File: config.mk
export PLATFORM = sky130hd
export DESIGN_NAME = piso_shift_ctrl
export DESIGN_NICKNAME = d
export VERILOG_FILES = /design/src/rtl/piso_shift_ctrl_pkg.sv /design/src/rtl/piso_shift_ctrl_shreg.sv /design/src/rtl/piso_shift_ctrl.sv
export SDC_FILE = /design/constraint.sdc
export NUM_CORES = 1
export LEC_CHECK = 0
export ABC_AREA = 1
export CAP_MARGIN = 20
export CORE_MARGIN = 4
export CORE_UTILIZATION = 40
export CTS_CLUSTER_DIAMETER = 80
export DETAILED_ROUTE_END_ITERATION = 8
export PLACE_DENSITY = 0.77
export SETUP_SLACK_MARGIN = 0.05
export SLEW_MARGIN = 15
export SYNTH_ARGS = -nofsm -noshare
export SYNTH_HDL_FRONTEND = slang
export SYNTH_SLANG_ARGS = --single-unit
File: constraint.sdc
create_clock -name clk -period 2.3 [get_ports clk]
set_input_delay 0.46 -clock clk [delete_from_list [all_inputs] [get_ports clk]]
set_output_delay 0.46 -clock clk [all_outputs]
set_load 0.05 [all_outputs]
File: src/rtl/piso_shift_ctrl_pkg.sv
// Shared definitions for the PISO shift sequencer: state encodings and counter sizing.
package piso_shift_ctrl_pkg;

  localparam logic [1:0] ST_IDLE  = 2'b00;
  localparam logic [1:0] ST_SHIFT = 2'b01;

  // Bit-counter width able to hold WIDTH-1 (at least one bit).
  function automatic int cnt_w(input int width);
    return (width <= 2) ? 1 : $clog2(width);
  endfunction

endpackage

File: src/rtl/piso_shift_ctrl_shreg.sv
// Loadable WIDTH-bit shift register; zero-fills toward the far end and presents the output-end bit.
module piso_shreg #(
  parameter int WIDTH     = 8,
  parameter bit LSB_FIRST = 1'b1
) (
  input  logic             clk,
  input  logic             rst,
  input  logic             clr,
  input  logic             load,
  input  logic             shift_en,
  input  logic [WIDTH-1:0] data_in,
  output logic             out_bit
);

  logic [WIDTH-1:0] shreg_q, shreg_d;

  always_comb begin
    shreg_d = shreg_q;
    if (clr) begin
      shreg_d = '0;
    end else if (load) begin
      shreg_d = data_in;
    end else if (shift_en) begin
      if (LSB_FIRST) shreg_d = {1'b0, shreg_q[WIDTH-1:1]};
      else           shreg_d = {shreg_q[WIDTH-2:0], 1'b0};
    end
  end

  always_ff @(posedge clk) begin
    if (rst) shreg_q <= '0;
    else     shreg_q <= shreg_d;
  end

  assign out_bit = LSB_FIRST ? shreg_q[0] : shreg_q[WIDTH-1];

endmodule

File: src/rtl/piso_shift_ctrl.sv
// Parallel-in/serial-out sequencer: loads a word on start, emits one bit per clock, pulses done.
//   state    | meaning
//   ST_IDLE  | ready for start; sdo held at 0; done may be high for one cycle
//   ST_SHIFT | one frame bit on sdo per cycle, cnt = index of the bit shown
module piso_shift_ctrl
  import piso_shift_ctrl_pkg::*;
#(
  parameter int WIDTH     = 8,
  parameter bit LSB_FIRST = 1'b1
) (
  input  logic             clk,
  input  logic             rst,
  input  logic             start,
  input  logic             abort,
  input  logic [WIDTH-1:0] data_in,
  output logic             ready,
  output logic             busy,
  output logic             sdo,
  output logic             sdo_valid,
  output logic             done
);

  localparam int          CW       = cnt_w(WIDTH);
  localparam int unsigned LAST_I   = WIDTH - 1;
  localparam logic [CW-1:0] CNT_LAST = LAST_I[CW-1:0];

  logic [1:0]    state_q, state_d;
  logic [CW-1:0] cnt_q, cnt_d;
  logic          done_q, done_d;
  logic          load, shift_en, clr;
  logic          out_bit;

  always_comb begin
    state_d  = state_q;
    cnt_d    = cnt_q;
    done_d   = 1'b0;
    load     = 1'b0;
    shift_en = 1'b0;
    clr      = 1'b0;
    case (state_q)
      ST_IDLE: begin
        if (start) begin
          load    = 1'b1;
          cnt_d   = '0;
          state_d = ST_SHIFT;
        end
      end
      ST_SHIFT: begin
        if (abort) begin
          // Abort beats completion, even on the last bit.
          clr     = 1'b1;
          cnt_d   = '0;
          state_d = ST_IDLE;
        end else begin
          shift_en = 1'b1;
          if (cnt_q == CNT_LAST) begin
            cnt_d   = '0;
            state_d = ST_IDLE;
            done_d  = 1'b1;
          end else begin
            cnt_d = cnt_q + CW'(1);
          end
        end
      end
      default: begin
        clr     = 1'b1;
        cnt_d   = '0;
        state_d = ST_IDLE;
      end
    endcase
  end

  always_ff @(posedge clk) begin
    if (rst) begin
      state_q <= ST_IDLE;
      cnt_q   <= '0;
      done_q  <= 1'b0;
    end else begin
      state_q <= state_d;
      cnt_q   <= cnt_d;
      done_q  <= done_d;
    end
  end

  piso_shreg #(
    .WIDTH     (WIDTH),
    .LSB_FIRST (LSB_FIRST)
  ) u_shreg (
    .clk      (clk),
    .rst      (rst),
    .clr      (clr),
    .load     (load),
    .shift_en (shift_en),
    .data_in  (data_in),
    .out_bit  (out_bit)
  );

  assign ready     = (state_q == ST_IDLE);
  assign busy      = (state_q == ST_SHIFT);
  assign sdo_valid = busy;
  assign sdo       = busy & out_bit;
  assign done      = done_q;

endmodule

## Yosys cells after proc, flatten, opt, wreduce, memory -nomap -nowiden

Cells that the tools add are included.

- Flip-flop bits (word level): 14
- Input port bits: 12
- Output and inout bits: 5
- Logic and storage cells: 33

- $add $sub $neg: 1
- Equal/unequal tests: 4
- Mux-type cells: 17
- Bitwise gates (word level): 2
- Reductions and logical operators: 5

Operators by type and width:

| kind | count |
|---|---|
| $mux 8 | 2 |
| $mux 3 | 3 |
| $mux 1 | 6 |
| $mux 2 | 3 |
| $pmux 3 s2 | 1 |
| $pmux 2 s2 | 1 |
| $add 3x1->3 const B | 1 |
| $eq 3x3->1 const B | 1 |
| $ne 3x2->1 const B | 1 |
| $reduce_or 3->1 | 1 |
| $eq 2x1->1 const B | 1 |
| $logic_not 2->1 | 1 |
| $ne 2x2->1 const B | 1 |
| $pmux 1 s2 | 1 |
| $reduce_and 2->1 | 1 |
| $reduce_bool 2->1 | 1 |
| $reduce_or 2->1 | 1 |
| $and 1x1->1 | 1 |
| $not 1->1 | 1 |

## Longest topological paths before layout

- Depth after elaboration: 4
- Mapped depth: 6
- Depth with buffers taken out: 6

## Modules after synthesis

From an unflattened synthesis, not the netlist that was laid out.

- Cells, all modules: 95
- Area total of the unflattened synthesis: 678.2 µm²

By module, submodules not included:

| module | instances | cells each | area each (µm²) | sequential area each (µm²) |
|---|---|---|---|---|
| piso_shreg | 1 | 64 | 410.4 | 160.2 |
| piso_shift_ctrl | 1 | 31 | 267.8 | 100.1 |

## Worst setup path before layout

OpenSTA, ideal clock, no wires.

- Path kind: register to output
- From: reg state_q[0]
- To: out sdo
- Arrival time: 1.165 ns
- Required time: 1.840 ns
- Setup slack: 0.675 ns
- Stages on the path, launching flop included: 3
- Path buffers: 0
- Cells stage by stage: dfxtp_1 nand2_1 inv_1

- Cells in the longest elaborated chain, start to end: 2

Ends and longest elaborated chain:

| what | line | text |
|---|---|---|
| from (decl) | piso_shift_ctrl.sv:27 | `logic [1:0] state_q, state_d;` |
| from (signal assigned) | piso_shift_ctrl.sv:79 | `state_q <= state_d;` |
| $eq 2x1->1 | piso_shift_ctrl.sv:99 | `assign busy = (state_q == ST_SHIFT);` |
| $and 1x1->1 | piso_shift_ctrl.sv:101 | `assign sdo = busy & out_bit;` |
| to (decl) | piso_shift_ctrl.sv:18 | `output logic sdo,` |

Every way passes these cells.

## Worst setup path after layout

Same ends and word-level chain as after synthesis.

==> results.md <==
* Outcome: finished clean
* Count of input and output buffers at 16
* Vias in the first global route at about 560
* Critical-path top delay cell: clkdlybuf4s50_1
* Gr ovfl total at 0
* Final HPWL DP at between 1000 and 1500 µm
* Final Hold Vio Count at 0
* Post-CTS Setup Bufs at 0
* Slew Limit Fails at 0
* Setup violations, final at 0
* Required time of the critical path at between 1.5 and 2 ns
* Actual slew at the worst max-slew pin at roughly 0.49 ns
* Hold crit path type: flop to flop
* Leak at between 0.4 and 0.5 nW
* Area of the mapped netlist at approximately 640 µm²
* Net Sw Frac at between 20 and 30%
* Die area at about 2300 µm²
* Via/cell ratio at 4.65
* Period minus WS final at between 2 and 2.5 ns
* Final period util at between 90% and 100%
* # nets final at approximately 140
* Detail Route Antenna Nets at 0
* Post-Syn Nets at ~120
* Avg WL per Cell at a little under 10 µm
* Crit path largest cell delay at between 0.7 and 0.8 ns
* Post_cts resized at 0
* Inst Count DP at between 100 and 150
* Yosys reg bits at 13
* Seq/Total Area, Yosys at around 40%
* ANT cells at 0
* Clock Tree Buf Depth at 2
* CTS Buf Count at 3
* Commonest non-fill, non-tap cells in the layout: nand2_1, nor2_1, inv_1, clkdlybuf4s50_1, dfxtp_1
* Clk pin slew, worst setup/hold paths at around 0.080 ns
* Arrival time worst endpoint at between 1.5 and 2 ns
* Clk_skew at 0.000682 ns
* DIE HEIGHT at between 40 and 50 µm
* Commonest non-fill, non-tap cell in the layout: nand2_1
* Count of cell types in the netlist at 13
* Setup TNS Final at 0 ns
* Layout area overhead at 30.9%
* First-pass DRT Iterations at 4
* Skew-Pair Late Insertion Delay at roughly 0.28 ns
* DRC at 0
* Max Clk Rate at 0.462 GHz
* GR Util All Layers at 13.4%
* FILL cells at between 100 and 150
* CTS tree: yes
* Synth warn at 0
* # IOs at 17
* Maxcap violations at 0
* CTS root buf: clkbuf_4
* DR vias at 642
* Max H-tree Level at 1
* Starting Density at a little over two fifths
* Critical path class: flop to primary output
* Routability cong. at 0.800
* Site Rows at 14
* Antenna violations before repair at 0
* Psw at ~0.15 mW
* Delay-heaviest family, CP: buffers and inverters
* Cell internal pwr at ~0.35 mW
* Clk pwr share at 28.3%
* Unrepaired setup endpoints after global routing: no
* Share of cells above drive strength 1 at around 5%
* Crit. End Element: primary output
* Max IR drop VDD at 0.365 mV
* TritonCTS sink count at 13
* Startpoint types: flop
* Post-Synthesis Cells at 103
* CTS hold repair buffers at 0
* Combinational Power Share at 21.9%
* Iteration-0 DRC Markers at 10
* CP bufs+invs at 2
* Die Width at about 48 µm
* Relative slew slack at between 60% and 70%
* Post-Layout Cell Count at ~140
* Power Density at between 500 and 600 nW/µm²
* Reg power frac at about half
* CP Cell Sequence: nand2_1 -> inv_1 -> clkdlybuf4s50_1
* Largest net degree at the start of global routing at 11
* CP max FO at 9
* CORE AREA at around 1500 µm²
* Global-route wire length before repair at roughly 2100 µm
* Routed Wire Length at between 1000 and 1500 µm
* Syn Area/Cell at approximately 6.3 µm²
==> cell families after synthesis <==
group,Yosys count,share of synthesized area [%]
AO/OA/AOI/OAI,7,5.44
adder cells (fa/ha/maj),2,3.88
buffers and inverters,19,11.7
flip-flops,13,40.4
AND/OR/NAND/NOR,62,38.6
==> cell usage after synthesis <==
| master | number | area (µm²) |
|---|---|---|
| a21oi_1 | 5 | 25.0 |
| inv_2 | 1 | 3.75 |
| nand3_1 | 4 | 20.0 |
| nor2_1 | 22 | 82.6 |
| inv_1 | 17 | 63.8 |
| nand2_4 | 1 | 11.3 |
| dfxtp_1 | 13 | 260 |
| nand2_1 | 33 | 124 |
| ha_1 | 2 | 25.0 |
| nor3_1 | 1 | 5.00 |
| nand2_2 | 1 | 6.26 |
| buf_4 | 1 | 7.51 |
| o21ai_0 | 2 | 10.0 |
==> metrics by stage <==
step / area, µm² / setup WS [ns] / util (%) / hold WS [ns] / power [mW]
after floorplan: 644 / 0.675 / - / 0.441 / 0.324
after global placement: 817 / 0.478 / 54.2 / 0.457 / 0.363
after detailed placement: 817 / 0.436 / 54.2 / 0.461 / 0.367
after CTS: 843 / 0.121 / 56.0 / 0.474 / 0.511
after global routing: 843 / 0.0794 / 56.0 / 0.511 / 0.530
final: 843 / 0.136 / 56.0 / 0.472 / 0.502
==> per-layer routing <==
| metal | GRT usage [%] | part of all wire (%) | vias up | routed length, µm |
|---|---|---|---|---|
| li1 | - | - | 342 | - |
| met1 | 16.5 | 44 | 276 | 591 |
| met2 | 21.9 | 47 | 18 | 623 |
| met3 | 3.32 | 6.9 | 6 | 93 |
| met4 | 6.45 | 2.3 | 0 | 31 |
| met5 | 0 | 0 | - | 0 |
==> power groups by stage <==
stage,logic (mW),registers [mW],clock network (mW)
after floorplan,0.0673,0.257,0
after global placement,0.109,0.254,0
after detailed placement,0.112,0.255,0
after CTS,0.112,0.250,0.150
after global routing,0.124,0.252,0.154
final,0.110,0.250,0.142
==> final cells by class <==
class	count	area [µm²]	share of cell area, %
Tap cell	16	20.0	2.37
Inverter	18	67.6	8.01
Multi-Input combinational cell	71	309	36.6
Clock buffer	4	26.3	3.12
Timing Repair Buffer	16	160	19.0
Sequential cell	13	260	30.9
==> tightest hold or removal path, cell delays in order, from the launching register on <==
cell	delay (ns)
dfxtp_1	0.31
nand2_1	0.06
a21oi_1	0.05
==> registers in the layout (all words and copies together), names as in the netlist <==
signal / cells
cnt_q: 3
done: 1
state_q: 1
u_shreg.shreg_q: 8
==> worst paths after layout <==
path | start | endpoint | slack [ns] | cells past startpoint
worst max-delay path | state_q[0] | sdo | 0.14 | 3
worst max register to register | state_q[0] | u_shreg.shreg_q[5] | 1.15 | 6
worst min-delay path | u_shreg.shreg_q[7] | u_shreg.shreg_q[7] | 0.47 | 2
worst min register to register | u_shreg.shreg_q[7] | u_shreg.shreg_q[7] | 0.47 | 2
Note: power is estimated with default switching activity, not from simulation.
